--- config.mk ---
export PLATFORM = sky130hd
export DESIGN_NAME = mux16_scan_ctrl
export DESIGN_NICKNAME = d
export VERILOG_FILES = /design/src/rtl/mux16_scan_ctrl.sv
export SDC_FILE = /design/constraint.sdc
export NUM_CORES = 1
export LEC_CHECK = 0
export ABC_AREA = 1
export CORE_MARGIN = 8
export CORE_UTILIZATION = 58
export CTS_CLUSTER_SIZE = 12
export DETAILED_ROUTE_END_ITERATION = 10
export PLACE_DENSITY_LB_ADDON = 0.1
export SKIP_LAST_GASP = 1
export SLEW_MARGIN = 40
export SYNTH_ARGS = -nofsm -noshare
export SYNTH_HDL_FRONTEND = slang
export SYNTH_SLANG_ARGS = --single-unit
--- constraint.sdc ---
create_clock -name clk -period 3.6 [get_ports clk]
set_input_delay 0.9 -clock clk [delete_from_list [all_inputs] [get_ports clk]]
set_output_delay 0.9 -clock clk [all_outputs]
set_load 0.02 [all_outputs]
--- src/rtl/mux16_scan_ctrl.sv ---
`default_nettype none
// ============================================================================
// Module   : mux16_scan_ctrl
// Brief    : Scan sequencer for a 16:1 mux. Steps the mux select through the
//            enabled channels in ascending order, waits SETTLE_CYC clocks on
//            each, samples the mux output and publishes the 16-bit result with
//            a one-cycle done pulse.
// Revision : 1.0 - initial release
// ============================================================================
module mux16_scan_ctrl #(
  parameter int SETTLE_CYC = 1
) (
  input  logic        clk,
  input  logic        rst_n,
  input  logic        start_i,
  input  logic        abort_i,
  input  logic [15:0] mask_i,
  input  logic        mux_out_i,
  output logic [3:0]  sel_o,
  output logic        busy_o,
  output logic        done_o,
  output logic [15:0] data_o
);

  typedef enum logic [1:0] {
    ST_IDLE   = 2'd0,
    ST_SETTLE = 2'd1,
    ST_SAMPLE = 2'd2,
    ST_DONE   = 2'd3
  } state_t;

  // The counter only ever holds SETTLE_CYC-1 down to 0.
  localparam int              CNT_W    = (SETTLE_CYC > 1) ? $clog2(SETTLE_CYC) : 1;
  localparam logic [CNT_W-1:0] CNT_LOAD = (SETTLE_CYC > 0) ? CNT_W'(SETTLE_CYC - 1) : '0;
  // With no settle time a freshly selected channel is sampled on the next clock.
  localparam state_t          ST_AFTER_SEL = (SETTLE_CYC > 0) ? ST_SETTLE : ST_SAMPLE;

  state_t             state_q, state_d;
  logic [3:0]         sel_q, sel_d;
  logic [CNT_W-1:0]   cnt_q, cnt_d;
  logic [15:0]        mask_q, mask_d;
  logic [15:0]        shadow_q, shadow_d;
  logic [15:0]        data_q, data_d;
  logic               busy_q, busy_d;
  logic               done_q, done_d;

  logic               first_vld;
  logic [3:0]         first_ch;
  logic               next_vld;
  logic [3:0]         next_ch;
  logic [15:0]        shadow_smp;

  // Lowest enabled channel of the incoming mask and next enabled channel above sel.
  always_comb begin
    first_vld = 1'b0;
    first_ch  = 4'd0;
    next_vld  = 1'b0;
    next_ch   = 4'd0;
    for (int i = 15; i >= 0; i--) begin
      if (mask_i[i]) begin
        first_vld = 1'b1;
        first_ch  = 4'(i);
      end
      if (mask_q[i] && (i > int'(sel_q))) begin
        next_vld = 1'b1;
        next_ch  = 4'(i);
      end
    end
  end

  // Shadow word with the current mux sample merged in at the selected position.
  always_comb begin
    shadow_smp         = shadow_q;
    shadow_smp[sel_q]  = mux_out_i;
  end

  // Next-state and datapath update for the scan sequencer.
  always_comb begin
    state_d  = state_q;
    sel_d    = sel_q;
    cnt_d    = cnt_q;
    mask_d   = mask_q;
    shadow_d = shadow_q;
    data_d   = data_q;
    unique case (state_q)
      ST_IDLE: begin
        sel_d = 4'd0;
        if (start_i) begin
          mask_d   = mask_i;
          shadow_d = 16'd0;
          if (!first_vld) begin
            // Empty scan: the cleared shadow is published immediately.
            state_d = ST_DONE;
            data_d  = 16'd0;
          end else begin
            sel_d   = first_ch;
            cnt_d   = CNT_LOAD;
            state_d = ST_AFTER_SEL;
          end
        end
      end
      ST_SETTLE: begin
        if (abort_i) begin
          state_d = ST_IDLE;
          sel_d   = 4'd0;
        end else if (cnt_q == '0) begin
          state_d = ST_SAMPLE;
        end else begin
          cnt_d = cnt_q - 1'b1;
        end
      end
      ST_SAMPLE: begin
        if (abort_i) begin
          state_d = ST_IDLE;
          sel_d   = 4'd0;
        end else begin
          shadow_d = shadow_smp;
          if (next_vld) begin
            sel_d   = next_ch;
            cnt_d   = CNT_LOAD;
            state_d = ST_AFTER_SEL;
          end else begin
            state_d = ST_DONE;
            data_d  = shadow_smp;
          end
        end
      end
      ST_DONE: begin
        state_d = ST_IDLE;
        sel_d   = 4'd0;
      end
      default: begin
        state_d = ST_IDLE;
        sel_d   = 4'd0;
      end
    endcase
    busy_d = (state_d == ST_SETTLE) || (state_d == ST_SAMPLE);
    done_d = (state_d == ST_DONE);
  end

  // State and output registers; reset discards any partial scan.
  always_ff @(posedge clk or negedge rst_n) begin
    if (!rst_n) begin
      state_q  <= ST_IDLE;
      sel_q    <= 4'd0;
      cnt_q    <= '0;
      mask_q   <= 16'd0;
      shadow_q <= 16'd0;
      data_q   <= 16'd0;
      busy_q   <= 1'b0;
      done_q   <= 1'b0;
    end else begin
      state_q  <= state_d;
      sel_q    <= sel_d;
      cnt_q    <= cnt_d;
      mask_q   <= mask_d;
      shadow_q <= shadow_d;
      data_q   <= data_d;
      busy_q   <= busy_d;
      done_q   <= done_d;
    end
  end

  assign sel_o  = sel_q;
  assign busy_o = busy_q;
  assign done_o = done_q;
  assign data_o = data_q;

endmodule
`default_nettype wire

==> results.md <==
- Outcome: completed
- Slowest cell on the critical path: clkdlybuf4s50_1
- # resized after CTS: 0
- CTS Root Cell: clkbuf_8
- Kind of critical path: primary input to register
- Synth cell types: 28
- DRC violations left: 0
- Initial antenna violation count: 0
- Reg power frac: 0.495
- Number of synthesized flops with an enable pin: 0
- Startpoint Class: primary input
- Post-Route Skew: 0.00550 ns
- Slew Limit Fails: 0
- Worst hold path type: primary input to asynchronous set/reset pin
- ANT cells: 0
- First-pass GRT wire length: 11300 um
- CP Data Required Time: 3.78 ns
- Final Core Density: 0.701
- Core area: 0.00498 mm2
- Crit path max fanout: 32
- Post-DP Area: 0.00339 mm2
- Highest Clock Rate: 0.389 GHz
- Largest net degree at the start of global routing: 34
- Insertion delay to the later sink of the worst-skew pair: 0.30 ns
- Inst Count DP: 469
- Register area share after synthesis: 0.471
- Die W: 87.0 um
- GRT Total Usage: 0.181
- Worst Max-Slew Pin Slew: 0.699 ns
- Starting density of the core: 0.587
- Cell area after layout: 0.00349 mm2
- Crit path time final: 2.57 ns
- Synth warn: 0
- Leak Pwr: 1.59 nW
- Filler cells: 415
- Crit. End Element: register
- Final Non-Filler Cells: 477
- FP Rows: 26
- Via count: 2530
- Sw frac: 0.322
- Crit path capture: data_o[8]
- Async set or reset register ratio after synthesis: 1.00
- CP arrival: 2.75 ns
- Die ar.: 0.00757 mm2
- Routed wire length: 6250 um
- Int Power: 0.977 mW
- Critical Path, Cell by Cell: clkdlybuf4s50_1 -> nor2_1 -> inv_1 -> nor3_1 -> nand2_1 -> nor2_1 -> inv_1 -> a21oi_1 -> o21ai_2 -> buf_4 -> nand2_1 -> o21ai_2
- # hold bufs at CTS: 0
- Critical path depth: 12
- CP startpoint: mask_i[14]
- CTS tree: yes
- Longest Clk Path Bufs: 2
- # nets final: 428
- Layout cells sized above 1: 0.152
- Comb power frac: 0.251
- WL/cell: 13.1 um
- Worst VDD drop: 0.242 mV
- H-tree levels: 2
- Area Overhead vs Synth: 19.3%
- Vias in the first global route: 2499
- Reg2reg end: data_o[8]
- Switch Pwr: 0.464 mW
- Clock sinks: 55
- Starting DRT DRC Count: 157
- RSZ-0062 raised after global routing: no
- Fin Hold WS: 0.458 ns
- Worst r2r src: state_q[0]
- GP Congestion: 0.836
- First-pass detailed-route iteration total: 4
- Die Y-Extent: 87.0 um
- Mean Syn Cell Area: 8.03 um2
- Io pins: 43
- Endpoints failing setup: 0
- # Post-CTS Setup Buffers: 0
- Worst-path clk slew: 0.09 ns
- Main flop type after synthesis: dfrtp_1
- Syn Std Cell Area: 0.00292 mm2
- Cell count after synthesis: 364
- Cell family with most CP delay: buffers and inverters
- Syn nets: 386
- Via/cell ratio: 5.30
- Power density over the cells: 413 mW/mm2
- Setup TNS: 0 ns
- Maxcap violations: 0
- Critical path's largest stage delay: 0.43 ns
- FF-to-FF path depth: 9
- Rel. slew slack: 0.534
- Final period util: 0.714
- FF+latch count, synth: 55
- Clk pwr share: 0.254
- Total CTS buffers: 5
- Hold Violations, Final: 0
- WP buf/inv: 4
- Post-DP HPWL: 4870 um
- Detail Route Antenna Nets: 0
- Port buffer count: 42
- R2R Setup Slk: 1.25 ns
- Gr ovfl total: 0
==> through the flow <==
step	setup slack (ns)	power, mW
after floorplan	1.49	0.975
after global placement	0.760	1.08
final	1.03	1.44
after detailed placement	0.741	1.09
after CTS	1.05	1.45
after global routing	0.817	1.53
==> worst min-delay path by stage <==
stage | start | end | slack (ns)
floorplan | mask_q[10] | mask_q[10] | 0.45
global placement | mask_q[10] | mask_q[10] | 0.46
detailed placement | data_o[1] | data_o[1] | 0.47
CTS | rst_n | sel_o[1] | 0.46
global route | rst_n | state_q[0] | 0.46
finish | rst_n | sel_o[1] | 0.46
==> cell families (layout without fill, tap and decap cells) <==
kind of cell / Yosys count / count (layout) / synth area share
adder cells (fa/ha/maj): 1 / 1 / 0.00428
buffers and inverters: 45 / 88 / 0.0680
AO/OA/AOI/OAI: 83 / 83 / 0.189
AND/OR/NAND/NOR: 180 / 180 / 0.268
flip-flops: 55 / 55 / 0.471
==> placed cells by master, fill, tap and decap left out <==
master | netlist | routed
a21oi_1 | 4 | 4
a21oi_2 | 1 | 1
a311oi_1 | 1 | 1
a31oi_1 | 1 | 1
a32oi_1 | 2 | 2
buf_2 | 0 | 1
buf_4 | 0 | 5
clkbuf_1 | 8 | 1
clkbuf_8 | 0 | 7
clkdlybuf4s50_1 | 0 | 41
dfrtp_1 | 55 | 55
ha_1 | 1 | 1
inv_1 | 29 | 29
inv_2 | 4 | 4
nand2_1 | 113 | 113
nand2_2 | 12 | 12
nand2_4 | 2 | 2
nand3_1 | 10 | 10
nand3_2 | 1 | 1
nor2_1 | 29 | 29
nor2_2 | 7 | 7
nor2_4 | 3 | 3
nor3_1 | 2 | 2
nor4_1 | 1 | 1
o211ai_1 | 14 | 14
o211ai_2 | 1 | 1
o21ai_0 | 36 | 36
o21ai_1 | 1 | 1
o21ai_2 | 18 | 18
o21bai_1 | 2 | 2
o31ai_1 | 2 | 2
==> synth_stat cells (4+ instances only) <==
| cell | count | area [um2] |
|---|---|---|
| o21ai_0 | 36 | 180 |
| nand3_1 | 10 | 50.1 |
| inv_2 | 4 | 15.0 |
| buf_6 | 4 | 45.0 |
| inv_1 | 29 | 109 |
| a21oi_1 | 4 | 20.0 |
| o211ai_1 | 14 | 105 |
| o21ai_2 | 18 | 158 |
| nor2_2 | 7 | 43.8 |
| nand2_2 | 12 | 75.1 |
| nor2_1 | 29 | 109 |
| clkbuf_1 | 8 | 30.0 |
| dfrtp_1 | 55 | 1380 |
| nand2_1 | 113 | 424 |
==> state kept, by name (all words and copies together) (netlist names) <==
register / count
busy_o: 1
data_o: 16
done_o: 1
mask_q: 15
sel_o: 4
shadow_q: 16
state_q: 2
==> power by group through the flow <==
stage          combinational [mW]  clock, mW  sequential (mW)
2_1_floorplan               0.247          0            0.728
3_3_place_gp                0.357          0            0.723
3_5_place_dp                0.363          0            0.725
4_1_cts                     0.365      0.373            0.712
5_1_grt                     0.413      0.397            0.720
6_report                    0.361      0.366            0.713
==> area by class of cell <==
type	count	area [um2]	share of cell area
multi-input cells	264	1350	0.387
clock buffers	8	100	0.0287
flip-flops and latches	55	1380	0.394
repair buffers	47	453	0.130
inverters	33	124	0.0355
well taps	70	87.6	0.0251
==> metal layers <==
| layer | part of all wire | global-route usage |
|---|---|---|
| met3 | 0.041 | 0.0264 |
| met5 | 0 | 0 |
| met1 | 0.45 | 0.231 |
| met2 | 0.50 | 0.313 |
| met4 | 0.014 | 0.0438 |
==> worst reg2reg max path, stage by stage (launching register included) <==
cell	delay, ns
dfrtp_1	0.42
nor2_2	0.57
inv_1	0.16
nor2_1	0.31
nor2_1	0.10
a21oi_1	0.16
o21ai_2	0.07
buf_4	0.25
nand2_1	0.15
o21ai_2	0.05
No activity file was read; power rests on OpenSTA's default activity.
